**config.mk**
```make
export PLATFORM = sky130hd
export DESIGN_NAME = led_animator
export DESIGN_NICKNAME = d
export VERILOG_FILES = /design/src/rtl/led_anim_pkg.sv /design/src/rtl/led_anim_prescaler.sv /design/src/rtl/led_animator.sv
export SDC_FILE = /design/constraint.sdc
export NUM_CORES = 1
export LEC_CHECK = 0
export CAP_MARGIN = 5
export CELL_PAD_IN_SITES_DETAIL_PLACEMENT = 0
export CELL_PAD_IN_SITES_GLOBAL_PLACEMENT = 1
export CORE_ASPECT_RATIO = 1.1
export CORE_MARGIN = 5
export CORE_UTILIZATION = 40
export CTS_CLUSTER_SIZE = 24
export DETAILED_ROUTE_END_ITERATION = 7
export GPL_ROUTABILITY_DRIVEN = 0
export PLACE_DENSITY = 0.88
export SYNTH_ARGS = -nofsm -noshare
export SYNTH_HDL_FRONTEND = slang
export SYNTH_SLANG_ARGS = --single-unit
```
**constraint.sdc**
```tcl
create_clock -name clk -period 3.6 [get_ports clk]
set_input_delay 0.72 -clock clk [delete_from_list [all_inputs] [get_ports clk]]
set_output_delay 0.72 -clock clk [all_outputs]
set_load 0.005 [all_outputs]
```
**src/rtl/led_anim_pkg.sv**
```systemverilog
// Shared mode codes and FSM state encodings for led_animator.
// The start-state helper keeps IDLE exit and mode re-latch on the same rule.
package led_anim_pkg;

  typedef enum logic [1:0] {
    MODE_UP     = 2'b00,
    MODE_DOWN   = 2'b01,
    MODE_BOUNCE = 2'b10,
    MODE_FILL   = 2'b11
  } mode_e;

  typedef enum logic [1:0] {
    S_IDLE     = 2'b00,
    S_RUN_UP   = 2'b01,
    S_RUN_DOWN = 2'b10
  } state_e;

  function automatic state_e start_state(input mode_e m);
    return (m == MODE_DOWN) ? S_RUN_DOWN : S_RUN_UP;
  endfunction

endpackage

```
**src/rtl/led_anim_prescaler.sv**
```systemverilog
// Step-rate prescaler: counts up while not cleared and ticks when the count reaches div.
// Using >= lets a live decrease of div take effect without waiting for the counter to roll over.
module led_anim_prescaler #(
  parameter int DIV_W = 16
) (
  input  logic             clk,
  input  logic             rst,
  input  logic             clr,
  input  logic [DIV_W-1:0] div,
  output logic             tick
);

  logic [DIV_W-1:0] presc_q, presc_d;

  assign tick = !clr && (presc_q >= div);

  always_comb begin
    presc_d = presc_q + DIV_W'(1);
    if (clr || tick) begin
      presc_d = '0;
    end
  end

  always_ff @(posedge clk or posedge rst) begin
    if (rst) begin
      presc_q <= '0;
    end else begin
      presc_q <= presc_d;
    end
  end

endmodule

```
**src/rtl/led_animator.sv**
```systemverilog
// LED animation sequencer: chase up/down, bounce and fill bar over N_LEDS, stepped by a prescaler.
// Define LED_ANIM_BLINK_EN to blink the active LED (off, then on, within each step period).
module led_animator
  import led_anim_pkg::*;
#(
  parameter int N_LEDS = 8,
  parameter int DIV_W  = 16,
  parameter int POS_W  = $clog2(N_LEDS)
) (
  input  logic              clk,
  input  logic              rst,
  input  logic              en,
  input  logic [1:0]        mode,
  input  logic [DIV_W-1:0]  div,
  output logic [N_LEDS-1:0] out,
  output logic [POS_W-1:0]  pos,
  output logic              wrap
);

  localparam logic [POS_W-1:0] POS_MAX = POS_W'(N_LEDS - 1);

  state_e           state_q, state_d;
  mode_e            mode_q, mode_d;
  logic [POS_W-1:0] pos_q, pos_d;
  logic             wrap_q, wrap_d;

  logic             running;
  logic             tick;
  logic             step;
  logic             lit;
  logic [POS_W-1:0] step_pos;
  state_e           step_state;
  logic             step_wrap;

  function automatic logic [POS_W-1:0] start_pos(input mode_e m);
    return (m == MODE_DOWN) ? POS_MAX : {POS_W{1'b0}};
  endfunction

  assign running = (state_q == S_RUN_UP) || (state_q == S_RUN_DOWN);

  led_anim_prescaler #(
    .DIV_W(DIV_W)
  ) u_presc (
    .clk (clk),
    .rst (rst),
    .clr (!running || !en),
    .div (div),
    .tick(tick)
  );

`ifdef LED_ANIM_BLINK_EN
  logic phase_q, phase_d;

  always_comb begin
    phase_d = phase_q;
    if (!running || !en) begin
      phase_d = 1'b0;
    end else if (tick) begin
      phase_d = ~phase_q;
    end
  end

  always_ff @(posedge clk or posedge rst) begin
    if (rst) begin
      phase_q <= 1'b0;
    end else begin
      phase_q <= phase_d;
    end
  end

  // Only the second tick of each pair advances the pattern.
  assign step = tick && phase_q;
  assign lit  = phase_q;
`else
  assign step = tick;
  assign lit  = 1'b1;
`endif

  // Position/direction the pattern would move to on a step, before any mode re-latch.
  always_comb begin
    step_pos   = pos_q + POS_W'(1);
    step_state = state_q;
    step_wrap  = 1'b0;
    case (mode_q)
      MODE_DOWN: begin
        if (pos_q == '0) begin
          step_pos  = POS_MAX;
          step_wrap = 1'b1;
        end else begin
          step_pos = pos_q - POS_W'(1);
        end
      end
      MODE_BOUNCE: begin
        if (state_q == S_RUN_UP) begin
          if (pos_q == POS_MAX) begin
            step_state = S_RUN_DOWN;
            step_pos   = POS_MAX - POS_W'(1);
          end
        end else if (pos_q == '0) begin
          step_state = S_RUN_UP;
          step_pos   = POS_W'(1);
          step_wrap  = 1'b1;
        end else begin
          step_pos = pos_q - POS_W'(1);
        end
      end
      default: begin
        if (pos_q == POS_MAX) begin
          step_pos  = '0;
          step_wrap = 1'b1;
        end
      end
    endcase
  end

  always_comb begin
    state_d = state_q;
    pos_d   = pos_q;
    mode_d  = mode_q;
    wrap_d  = 1'b0;
    case (state_q)
      S_IDLE: begin
        if (en) begin
          mode_d  = mode_e'(mode);
          state_d = start_state(mode_d);
          pos_d   = start_pos(mode_d);
        end
      end
      S_RUN_UP, S_RUN_DOWN: begin
        if (!en) begin
          state_d = S_IDLE;
          pos_d   = '0;
        end else if (step) begin
          state_d = step_state;
          pos_d   = step_pos;
          wrap_d  = step_wrap;
          // A new mode is only accepted at the end of a full cycle, and restarts from its own start point.
          if (step_wrap) begin
            mode_d = mode_e'(mode);
            if (mode_d != mode_q) begin
              state_d = start_state(mode_d);
              pos_d   = start_pos(mode_d);
            end
          end
        end
      end
      default: begin
        state_d = S_IDLE;
        pos_d   = '0;
      end
    endcase
  end

  always_ff @(posedge clk or posedge rst) begin
    if (rst) begin
      state_q <= S_IDLE;
      mode_q  <= MODE_UP;
      pos_q   <= '0;
      wrap_q  <= 1'b0;
    end else begin
      state_q <= state_d;
      mode_q  <= mode_d;
      pos_q   <= pos_d;
      wrap_q  <= wrap_d;
    end
  end

  for (genvar gi = 0; gi < N_LEDS; gi++) begin : g_led
    localparam logic [POS_W-1:0] IDX = POS_W'(gi);
    assign out[gi] = running &&
                     ((pos_q == IDX) ? lit : ((mode_q == MODE_FILL) && (IDX < pos_q)));
  end

  assign pos  = running ? pos_q : '0;
  assign wrap = wrap_q;

endmodule

```
==> results_dict.tcl <==
set metrics [dict create \
    status "finished, final reports clean" \
    grt_pass1_wl_mm 7.35 \
    grt_overflow_total 0 \
    vias 1687 \
    drc 0 \
    cp-start-kind "primary input" \
    ys_types 40 \
    clock-sinks 24 \
    path_class "in2reg" \
    start_util_pct 41.4 \
    syn_area_per_cell_sq_um 8.57 \
    die_w_um 78.8 \
    worst_setup_path_end_kind "flip-flop" \
    syn-instance-count 243 \
    areaGrowthSynthToFinish_pct 21.8 \
    cts_buffers 3 \
    antenna_cells 0 \
    setup_violations 0 \
    worst-slew-pin-transition_ns 0.935 \
    num-nets-final 331 \
    first_pass_iters 4 \
    hpwl_mm 3.46 \
    leakage_uw 0.00118 \
    final_area_sq_um 2540 \
    timing.final.crit_share_pct 79.8 \
    io_pins 33 \
    rsz0062_at_grt "false" \
    r2r_cells 8 \
    top_usage_layer "met2" \
    routedWlPerCell_um 12.7 \
    maxSlewHeadroom_pct 37.6 \
    routed_wirelength_mm 4.24 \
    root_buffer "clkbuf_8" \
    fin_setup_tns_ns 0 \
    ctsHtreeMaxLevel 1 \
    slew_viol_final 0 \
    critPathMaxFanout 17 \
    yosys_register_bits 24 \
    final_cell_mix "ha_1, clkdlybuf4s50_1, inv_1" \
    grt_util_met2_pct 22.4 \
    grtUsageMet3_pct 1.37 \
    critPathArrivalTime_ns 3.03 \
    antenna_found_initial 0 \
    rrSetupSlack_ns 1.16 \
    grt_start_max_net_pins 25 \
    crit_end "pos_q[0]" \
    path_clk_slew_ns 0.09 \
    power.density_nw_per_um2 558 \
    syn_area_sq_um 2080 \
    placedInstanceArea_sq_um 2460 \
    io_buffers 32 \
    cts_tree "yes" \
    yosysWarnings 0 \
    drive_gt1_share_pct 5.05 \
    grt.total_usage_pct 13.2 \
    fp.dieArea_sq_um 6750 \
    min_path_type "reg2reg" \
    post-cts-setup-buffers 0 \
    drv_cap 0 \
    grtUsageMet1_pct 17.5 \
    syn_nets 296 \
    startpoint "div[13]" \
    timing.rr.end "pos_q[0]" \
    viasPerCell 5.04 \
    skew_ns 0.00151 \
    power.total_uw 1410 \
    ctsResizeCount 0 \
    timing.fmax_ghz 0.348 \
    cts_buffer_depth 2 \
    final-hold-violation-count 0 \
    clk_latency_ns 0.27 \
    grt_pass1_vias 1670 \
    r2r-start "u_presc.presc_q[0]" \
    antenna_left 0 \
    drt_iter0_markers 36 \
    ys_seq_area_share_pct 28.8 \
    required_ns 3.76 \
    ir_drop_v 0.000182 \
    post-route-util_pct 50.4 \
    fillers 485 \
    row_count 27 \
    period_minus_slack_ns 2.87 \
    core_sq_um 5030 \
    die_h_um 85.7 \
    cts_hold_buf 0 \
]
critical path, cell delays in order:
cell             delay [ns]
clkdlybuf4s50_1        0.45
inv_1                  0.04
ha_1                   0.31
a21oi_1                0.15
nor2_1                 0.05
a211oi_1               0.43
nand4_4                0.33
o21ai_4                0.20
mux2_1                 0.34
synth_stat cells:
| cell type | count | share of area [%] |
|---|---|---|
| and2_2 | 1 | 0.36 |
| nand2b_1 | 4 | 1.2 |
| and2_1 | 1 | 0.30 |
| mux2_1 | 6 | 3.2 |
| a31oi_2 | 2 | 1.2 |
| a32o_1 | 1 | 0.48 |
| o2111ai_2 | 1 | 0.72 |
| dfrtp_1 | 24 | 29 |
| o211ai_1 | 2 | 0.72 |
| nand4_2 | 1 | 0.60 |
| a2111o_1 | 1 | 0.54 |
| a21oi_2 | 1 | 0.42 |
| or3_1 | 1 | 0.30 |
| and3_1 | 3 | 0.90 |
| nor3_2 | 1 | 0.48 |
| ha_1 | 32 | 19 |
| o21ai_0 | 6 | 1.4 |
| o21a_1 | 2 | 0.72 |
| a2bb2oi_1 | 1 | 0.42 |
| xnor2_1 | 6 | 2.5 |
| a31oi_1 | 1 | 0.30 |
| a211o_1 | 1 | 0.42 |
| mux2i_1 | 4 | 1.9 |
| buf_2 | 2 | 0.48 |
| a211oi_1 | 2 | 0.72 |
| inv_1 | 31 | 5.6 |
| o21a_2 | 1 | 0.42 |
| nand4_1 | 1 | 0.30 |
| a21o_1 | 1 | 0.36 |
| nand4_4 | 1 | 1.0 |
| nand2_1 | 27 | 4.9 |
| a21oi_1 | 20 | 4.8 |
| a21boi_0 | 2 | 0.72 |
| xor2_1 | 10 | 4.2 |
| nor3_1 | 1 | 0.24 |
| nand3_1 | 8 | 1.9 |
| and4_1 | 1 | 0.42 |
| nor2_1 | 29 | 5.2 |
| o21ai_4 | 1 | 0.78 |
| nor2b_1 | 2 | 0.60 |
routing by layer:
| layer | part of all wire, % | vias to the layer above | wire, um |
|---|---|---|---|
| met5 | 0 | - | 0 |
| met4 | 1.5 | 0 | 62 |
| met3 | 3.6 | 7 | 151 |
| met2 | 48 | 35 | 2030 |
| met1 | 47 | 760 | 2000 |
| li1 | - | 885 | - |
final cells by class:
cell class	count	area (sq um)	share of cell area (%)
flip-flops and latches	24	601	23.7
clock buffers	3	41.3	1.63
clock inverters	1	30.0	1.18
inverters	31	116	4.59
multi-input cells	186	1360	53.4
repair buffers	32	320	12.6
well taps	58	72.6	2.86
cell families after synthesis:
kind of cell | after synthesis | share of synthesized area, %
XOR/XNOR | 16 | 6.73
AND/OR/NAND/NOR | 82 | 18.8
adder cells (fa/ha/maj) | 32 | 19.2
flip-flops | 24 | 28.8
buffers and inverters | 33 | 6.07
AO/OA/AOI/OAI | 46 | 15.2
multiplexers | 10 | 5.17
per-stage QoR:
step,hold slack (ns),setup WS [ns],std cells
final,0.567,0.727,335
after global routing,0.608,0.560,335
after CTS,0.566,0.691,335
after detailed placement,0.551,0.406,331
after global placement,0.531,0.435,331
after floorplan,0.485,1.17,243
sequential cells by signal (all words and copies together) (netlist names):
name and count:
wrap 1, state_q 2, mode_q 2, pos_q 3, u_presc.presc_q 16
where the power goes:
part	switching [uW]	leakage, uW	internal [uW]
clock	89.4	0.0000357	149
sequential	64.3	0.000326	312
combinational	443	0.000818	358
how the worst min path moves through the flow:
stage / start / end / slack (ns) / cells after the start
floorplan: u_presc.presc_q[0] / u_presc.presc_q[0] / 0.48 / 1
global placement: u_presc.presc_q[0] / u_presc.presc_q[0] / 0.53 / 1
detailed placement: u_presc.presc_q[0] / u_presc.presc_q[0] / 0.55 / 1
CTS: u_presc.presc_q[0] / u_presc.presc_q[0] / 0.57 / 1
global route: u_presc.presc_q[15] / u_presc.presc_q[15] / 0.61 / 2
finish: u_presc.presc_q[0] / u_presc.presc_q[0] / 0.57 / 1
Power figures use the tool's default switching activity.
